**src/rtl/instr_issue.sv**
```systemverilog
// ============================================================================
// Module   : instr_issue
// Purpose  : Circular instruction buffer feeding a three-state issue FSM that
//            decodes register-file strobes and holds each issue until acked.
// Options  : ISSUE_LOOP_EN - every popped word is rewritten at the tail.
// Revision : 1.0 - initial release
// ============================================================================
`default_nettype none

module instr_issue #(
  parameter int DEPTH = 8
) (
  input  logic        clk,
  input  logic        rst,
  input  logic        load,
  input  logic [15:0] load_ins,
  input  logic        run,
  input  logic        ack,
  output logic        ins_valid,
  output logic [3:0]  opcode,
  output logic [3:0]  src1,
  output logic [3:0]  src2,
  output logic [3:0]  dest,
  output logic        Rd1,
  output logic        Rd2,
  output logic        Wr,
  output logic [4:0]  count,
  output logic        full,
  output logic        empty,
  output logic        ovf
);

  localparam int         c_ptr_w = $clog2(DEPTH);
  localparam logic [4:0] c_depth = 5'(DEPTH);

  typedef enum logic [1:0] {
    S_IDLE   = 2'd0,
    S_BUSY   = 2'd1,
    S_HALTED = 2'd2
  } state_t;

  state_t              r_state;
  logic [15:0]         r_mem [DEPTH];
  logic [c_ptr_w-1:0]  r_wr_ptr;
  logic [c_ptr_w-1:0]  r_rd_ptr;
  logic [4:0]          r_count;
  logic                r_ovf;
  logic                r_valid;
  logic                r_rd1;
  logic                r_rd2;
  logic                r_wr;
  logic [15:0]         r_ins;

  logic [15:0]         w_head;
  logic                w_full;
  logic                w_empty;
  logic                w_pop;
  logic                w_push;
  logic                w_reject;
  logic                w_consume;
  logic                w_mem_we;
  logic [15:0]         w_mem_wdata;
  logic [2:0]          w_dec;

  assign w_full  = (r_count == c_depth);
  assign w_empty = (r_count == 5'd0);
  assign w_head  = r_mem[r_rd_ptr];
  assign w_pop   = (r_state == S_IDLE) && run && !w_empty;

`ifdef ISSUE_LOOP_EN
  // The tail slot is taken by the recirculated word, so a pop blocks pushes.
  assign w_push      = load && !w_full && !w_pop;
  assign w_reject    = load && (w_full || w_pop);
  assign w_consume   = 1'b0;
  assign w_mem_we    = w_push || w_pop;
  assign w_mem_wdata = w_pop ? w_head : load_ins;
`else
  assign w_push      = load && !w_full;
  assign w_reject    = load && w_full;
  assign w_consume   = w_pop;
  assign w_mem_we    = w_push;
  assign w_mem_wdata = load_ins;
`endif

  // Strobe decode as {Rd1, Rd2, Wr}
  always_comb begin
    w_dec = 3'b111;
    if (w_head[15:12] == 4'hD) begin
      w_dec = 3'b101;
    end else if (w_head[15:12] >= 4'hE) begin
      w_dec = 3'b000;
    end
  end

  always_ff @(posedge clk) begin
    if (w_mem_we) begin
      r_mem[r_wr_ptr] <= w_mem_wdata;
    end
  end

  always_ff @(posedge clk or negedge rst) begin
    if (!rst) begin
      r_wr_ptr <= '0;
      r_rd_ptr <= '0;
      r_count  <= 5'd0;
      r_ovf    <= 1'b0;
    end else begin
      if (w_mem_we) begin
        r_wr_ptr <= r_wr_ptr + 1'b1;
      end
      if (w_pop) begin
        r_rd_ptr <= r_rd_ptr + 1'b1;
      end
      if (w_push && !w_consume) begin
        r_count <= r_count + 5'd1;
      end else if (!w_push && w_consume) begin
        r_count <= r_count - 5'd1;
      end
      if (w_reject) begin
        r_ovf <= 1'b1;
      end
    end
  end

  always_ff @(posedge clk or negedge rst) begin
    if (!rst) begin
      r_state <= S_IDLE;
      r_ins   <= 16'h0000;
      r_valid <= 1'b0;
      r_rd1   <= 1'b0;
      r_rd2   <= 1'b0;
      r_wr    <= 1'b0;
    end else begin
      case (r_state)
        S_IDLE: begin
          if (w_pop) begin
            r_ins <= w_head;
            if (w_head[15:12] == 4'hF) begin
              r_state <= S_HALTED;
            end else begin
              r_state <= S_BUSY;
              r_valid <= 1'b1;
              {r_rd1, r_rd2, r_wr} <= w_dec;
            end
          end
        end
        S_BUSY: begin
          if (ack) begin
            r_state <= S_IDLE;
            r_valid <= 1'b0;
            r_rd1   <= 1'b0;
            r_rd2   <= 1'b0;
            r_wr    <= 1'b0;
          end
        end
        S_HALTED: begin
          if (!run) begin
            r_state <= S_IDLE;
          end
        end
        default: begin
          r_state <= S_IDLE;
        end
      endcase
    end
  end

  assign ins_valid = r_valid;
  assign opcode    = r_ins[15:12];
  assign src1      = r_ins[11:8];
  assign src2      = r_ins[7:4];
  assign dest      = r_ins[3:0];
  assign Rd1       = r_rd1;
  assign Rd2       = r_rd2;
  assign Wr        = r_wr;
  assign count     = r_count;
  assign full      = w_full;
  assign empty     = w_empty;
  assign ovf       = r_ovf;

endmodule

`default_nettype wire
```
**config.mk**
```make
export PLATFORM = sky130hd
export DESIGN_NAME = instr_issue
export DESIGN_NICKNAME = d
export VERILOG_FILES = /design/src/rtl/instr_issue.sv
export SDC_FILE = /design/constraint.sdc
export NUM_CORES = 1
export LEC_CHECK = 0
export CORE_ASPECT_RATIO = 1.2
export CORE_UTILIZATION = 62
export DETAILED_ROUTE_END_ITERATION = 6
export GPL_ROUTABILITY_DRIVEN = 0
export PLACE_DENSITY_LB_ADDON = 0.1
export SLEW_MARGIN = 10
export SYNTH_ARGS = -nofsm -noshare
export SYNTH_HDL_FRONTEND = slang
export SYNTH_SLANG_ARGS = --single-unit
export TNS_END_PERCENT = 50
```
**constraint.sdc**
```tcl
create_clock -name clk -period 5.2 [get_ports clk]
set_input_delay 0.78 -clock clk [delete_from_list [all_inputs] [get_ports clk]]
set_output_delay 0.78 -clock clk [all_outputs]
set_load 0.01 [all_outputs]
```
Yosys cells after proc, flatten, opt, wreduce, memory -nomap -nowiden. Memories as Yosys holds them, arrays and structs flattened. Cells that the tools add are included. Widths: inputs -> output; s select.

Input port bits: 21. Memory bits (writable): 128. Memories kept: 1. Output and inout port bits: 28. Word-level logic and storage cells: 66. Flip-flop bits (word level): 34.

Add/subtract/negate cells: 4. Multiplexer cells: 24. Eq/ne operators: 9. Reductions and logical operators: 17. Magnitude comparators: 1.

Memories: r_mem (words 8, width 16, read ports 1, clocked after memory_dff 0, write ports 1, line 43) `logic [15:0] r_mem [DEPTH];`.

Operator list (number): $mux 1 (11); $mux 5 (2); $eq 4x4->1 const B (2); $mux 2 (4); $ne 2x2->1 const B (4); $pmux 1 s2 (4); $add 3x1->3 const B (2); $logic_and 1x1->1 (6); $mux 3 (2); $pmux 2 s3 (1); $add 5x1->5 const B (1); $eq 5x4->1 const B (1); $logic_not 5->1 (1); $sub 5x1->5 const B (1); $ge 4x4->1 const B (1); $logic_not 1->1 (4); $reduce_and 4->1 (1); $reduce_bool 2->1 (2); $reduce_and 3->1 (1); $eq 2x1->1 const B (1); $eq 2x2->1 const B (1); $logic_not 2->1 (1); $reduce_and 2->1 (1).

Logic depth before layout (Yosys ltp).
Word-level depth: 7. Mapped depth: 13. Depth with buffers taken out: 12.

Worst setup path before layout. Ideal clock, no wire load.

Path kind: register to register. From: register r_count[1], in the netlist count[1]. To: register r_count[4], in the netlist count[4]. Cell stages (with the launch flop): 14. Setup slack: 2.415 ns. Data arrival time: 2.659 ns. Clock period less this slack: 2.785 ns. Library setup time: 0.126 ns. Cells stage by stage: dfrtp_1 -> nor4_1 -> and2b_1 -> nor3_1 -> inv_1 -> buf_2 -> ha_1 -> inv_1 -> fa_1 -> a21o_1 -> a21oi_1 -> xnor2_1 -> nor2_1 -> xor2_1.

Word-level cells in the longest chain between the ends: 6.

Ends and longest elaborated chain: start: declaration (line 46) `logic [4:0] r_count;`; start signal: assignment (line 115) `r_count <= r_count + 5'd1;`; start signal: assignment (line 117) `r_count <= r_count - 5'd1;`; $logic_not 5->1 * (line 66) `assign w_empty = (r_count == 5'd0);`; net empty (line 29) `output logic empty,`; $logic_not 1->1 * (line 68) `assign w_pop = (r_state == S_IDLE) && run && !w_empty;`; $logic_and 1x1->1 * (line 68); $logic_not 1->1 (line 114) `if (w_push && !w_consume) begin`; $logic_and 1x1->1 (line 114); $mux 5 / $reduce_bool 2->1 (equally long branches).

The timed path passes the listed nets; every way through them passes the cells marked *. The select of a mux whose other input is x is not followed. A chain may end at the register's enable or synchronous reset.

Worst setup path in the final report.
From: register r_count[1], in the netlist count[1]. To: output port empty.

Word-level cells in the longest chain between the ends: 1.

Ends and longest elaborated chain (line): $logic_not 5->1 (66); end: declaration (29).

No other way between the ends.

==> qor.csv <==
metric,value,unit
status,finished clean,
Yosys reg bits,161,
M1 GR Usage,0.293,
initial antenna violation count,0,
Vias,3150,
core area,10000,sq um
layout net count,421,
Leak,2.70,nW
"Hold-fix buffers, CTS",0,
unique cell type count in the Yosys netlist,37,
FMAX,357,MHz
Async SR Flop Fraction,0.205,
die area,10700,sq um
Post-DP Area,7010,sq um
headroom to the max-slew limit,0.341,
CTS root buf,clkbuf_16,
Clock Path Buffers,2,
largest stage delay on the critical path,0.55,ns
hold crit path type,primary input to asynchronous set/reset pin,
RSZ-0062 raised after global routing,false,
die width,94.6,um
wire length per cell,22.0,um
top fanout value on the critical path,5,
CTS sink count,161,
met3 Use GR,0.0652,
number of max-cap violations,0,
slowest cell on the critical path,clkdlybuf4s50_1,
DRT iter0 DRCs,215,
fillcell total,586,
Synth top area share,0.602,
Post-synth top cells,"edfxtp_1 (128), dfrtp_1 (33), nand2_1 (26), mux4_2 (24), o21ai_0 (16)",
io pins,49,
Worst Setup Start Kind,flip-flop,
met2 GRT Util,0.431,
Reg2Reg Depth,12,
Buf/Inv on CP,1,
Reg-to-Reg End,count[4]$_DFFE_PN0P_,
Final Hold Viols,0,
most common cell in the synthesized netlist,edfxtp_1,
Final ANT Viol Nets,0,
GRT Util Overall,0.247,
CP top delay family,simple AND/OR/NAND/NOR gates,
Synth area leaders,"edfxtp_1 (60%), dfrtp_1 (13%), mux4_2 (8.5%), mux4_1 (3.3%), mux2i_1 (1.9%)",
post_cts resized,0,
pin count of the biggest net entering global routing,39,
Synth Area per Inst,19.2,sq um
Starting Density,0.638,
DP Worst Slack,2.00,ns
Reg2Reg Setup Slack,2.46,ns
clock slew at reported path FFs,0.06,ns
peak supply drop,0.379,mV
Final Setup Violations,0,
max-slew violations,0,
Required @ worst endpoint,4.42,ns
Buffers on Ports,48,
Residual DRC,0,
share of cells above drive strength 1,0.190,
critical-path cell list,"nor4_1, and2b_1, clkdlybuf4s50_1",
worst r2r src,count[1]$_DFFE_PN0P_,
final worst slack,2.40,ns
Layout area overhead,19.3,%
H-tree lvl count,4,
CP Class,flip-flop to primary output,
prevailing post-synth register cell,edfxtp_1,
pwr dens,596,nW/um^2
# rows,40,
Worst-Margin Slew,0.985,ns
number of synthesized flops with an enable pin,128,
Total Wirelength,11.7,mm
first-pass GRT wire length,18.3,mm
Num CTS Buffers,17,
post-route design area,7610,sq um
CTS tree,done,
Mapped Cells,332,
vias in the first global route,3318,
Die H,113,um
Via-to-Cell Ratio,5.92,
GR peak layer,met2,
period utilisation layout,0.539,
Setup Skew,0.00664,ns
cell taking the most area after synthesis,edfxtp_1,
1st-pass router iterations,6,
Crit. path cell count,3,
Post-Syn Nets,360,
Mapped Area,6380,sq um
nature of the critical path endpoint,primary output,
post-synthesis sequential area ratio,0.732,
critical path arrival,2.02,ns
Antenna Cells,0,
post-route setup TNS,0,ns
final global-route overflow total,0,
yosys warns,0,
DP HPWL,6.77,mm
clock period minus worst slack,2.80,ns
worst skew pair latency,0.42,ns
setup bufs post-CTS,0,
## power breakdown
part           switching [mW]  internal [mW]  total (mW)
Clock                   0.490          0.767        1.26
Sequential              0.172           1.68        1.86
Combinational           0.703          0.721        1.42
Total                    1.36           3.17        4.54
## cells by family after synthesis
| group | share of synthesized area |
|---|---|
| flip-flops | 0.732 |
| AND/OR/NAND/NOR | 0.0376 |
| multiplexers | 0.154 |
| AO/OA/AOI/OAI | 0.0288 |
| buffers and inverters | 0.0206 |
| XOR/XNOR | 0.0124 |
| adder cells (fa/ha/maj) | 0.0149 |
## final cells by class
type                            instances  area, sq um  share of cell area
Clock inverter                         13          159              0.0209
Inverter                                7         26.3             0.00345
Tap cell                              126          158              0.0207
Clock buffer                           19          443              0.0582
Multi-Input combinational cell        148         1600               0.211
Sequential cell                       161         4670               0.614
Timing Repair Buffer                   58          551              0.0723
## metal layers
metal  vias to the layer above  routed length [um]
li1                       1427                   -
met1                      1616                4440
met2                        90                6550
met3                        17                 551
met4                         0                 172
met5                         -                   0
## worst reg2reg max path, stage by stage, from the launching register on
cell and delay (ns):
dfrtp_1 0.44, nor4_1 0.37, and2b_1 0.24, nor3_1 0.09, inv_1 0.08, ha_1 0.18, inv_1 0.11, fa_1 0.43
a21o_1 0.18, a21oi_1 0.17, xnor2_1 0.14, nor2_1 0.06, xor2_1 0.14
## through the flow
step            util  total power, mW  std cells  hold WS (ns)
2_1_floorplan      -             2.83        332         0.480
3_3_place_gp   0.700             3.26        500         0.440
3_5_place_dp   0.700             3.32        500         0.449
4_1_cts        0.760             4.59        532         0.463
5_1_grt        0.760             4.77        532         0.501
6_report       0.760             4.54        532         0.445
## placed cells by master (no fill, tap or decap), drive strengths merged, types with 10 or more instances in the layout
cell           netlist  final
buf                 14     11
clkbuf               2     19
clkdlybuf4s50        0     47
dfrtp               33     33
edfxtp             128    128
mux2i               16     16
mux4                32     32
nand2               26     26
nor2                10     10
o21ai               20     20
## worst max-delay path by stage
stage                                    start                    to  slack (ns)
final                     count[1]$_DFFE_PN0P_                 empty        2.40
after global routing                       run  count[4]$_DFFE_PN0P_        2.28
after CTS                 count[1]$_DFFE_PN0P_                 empty        2.37
after detailed placement                   run  count[4]$_DFFE_PN0P_        2.00
after global placement                     run  count[4]$_DFFE_PN0P_        2.05
after floorplan           count[1]$_DFFE_PN0P_  count[4]$_DFFE_PN0P_        2.41
## state kept, by name, summed over array words and instances, names as in the netlist
signal	count
r_ins	16
Rd2	1
count	5
ins_valid	1
r_state	2
ovf	1
r_mem	128
Rd1	1
r_wr_ptr	3
r_rd_ptr	3
Power figures use the tool's default switching activity.
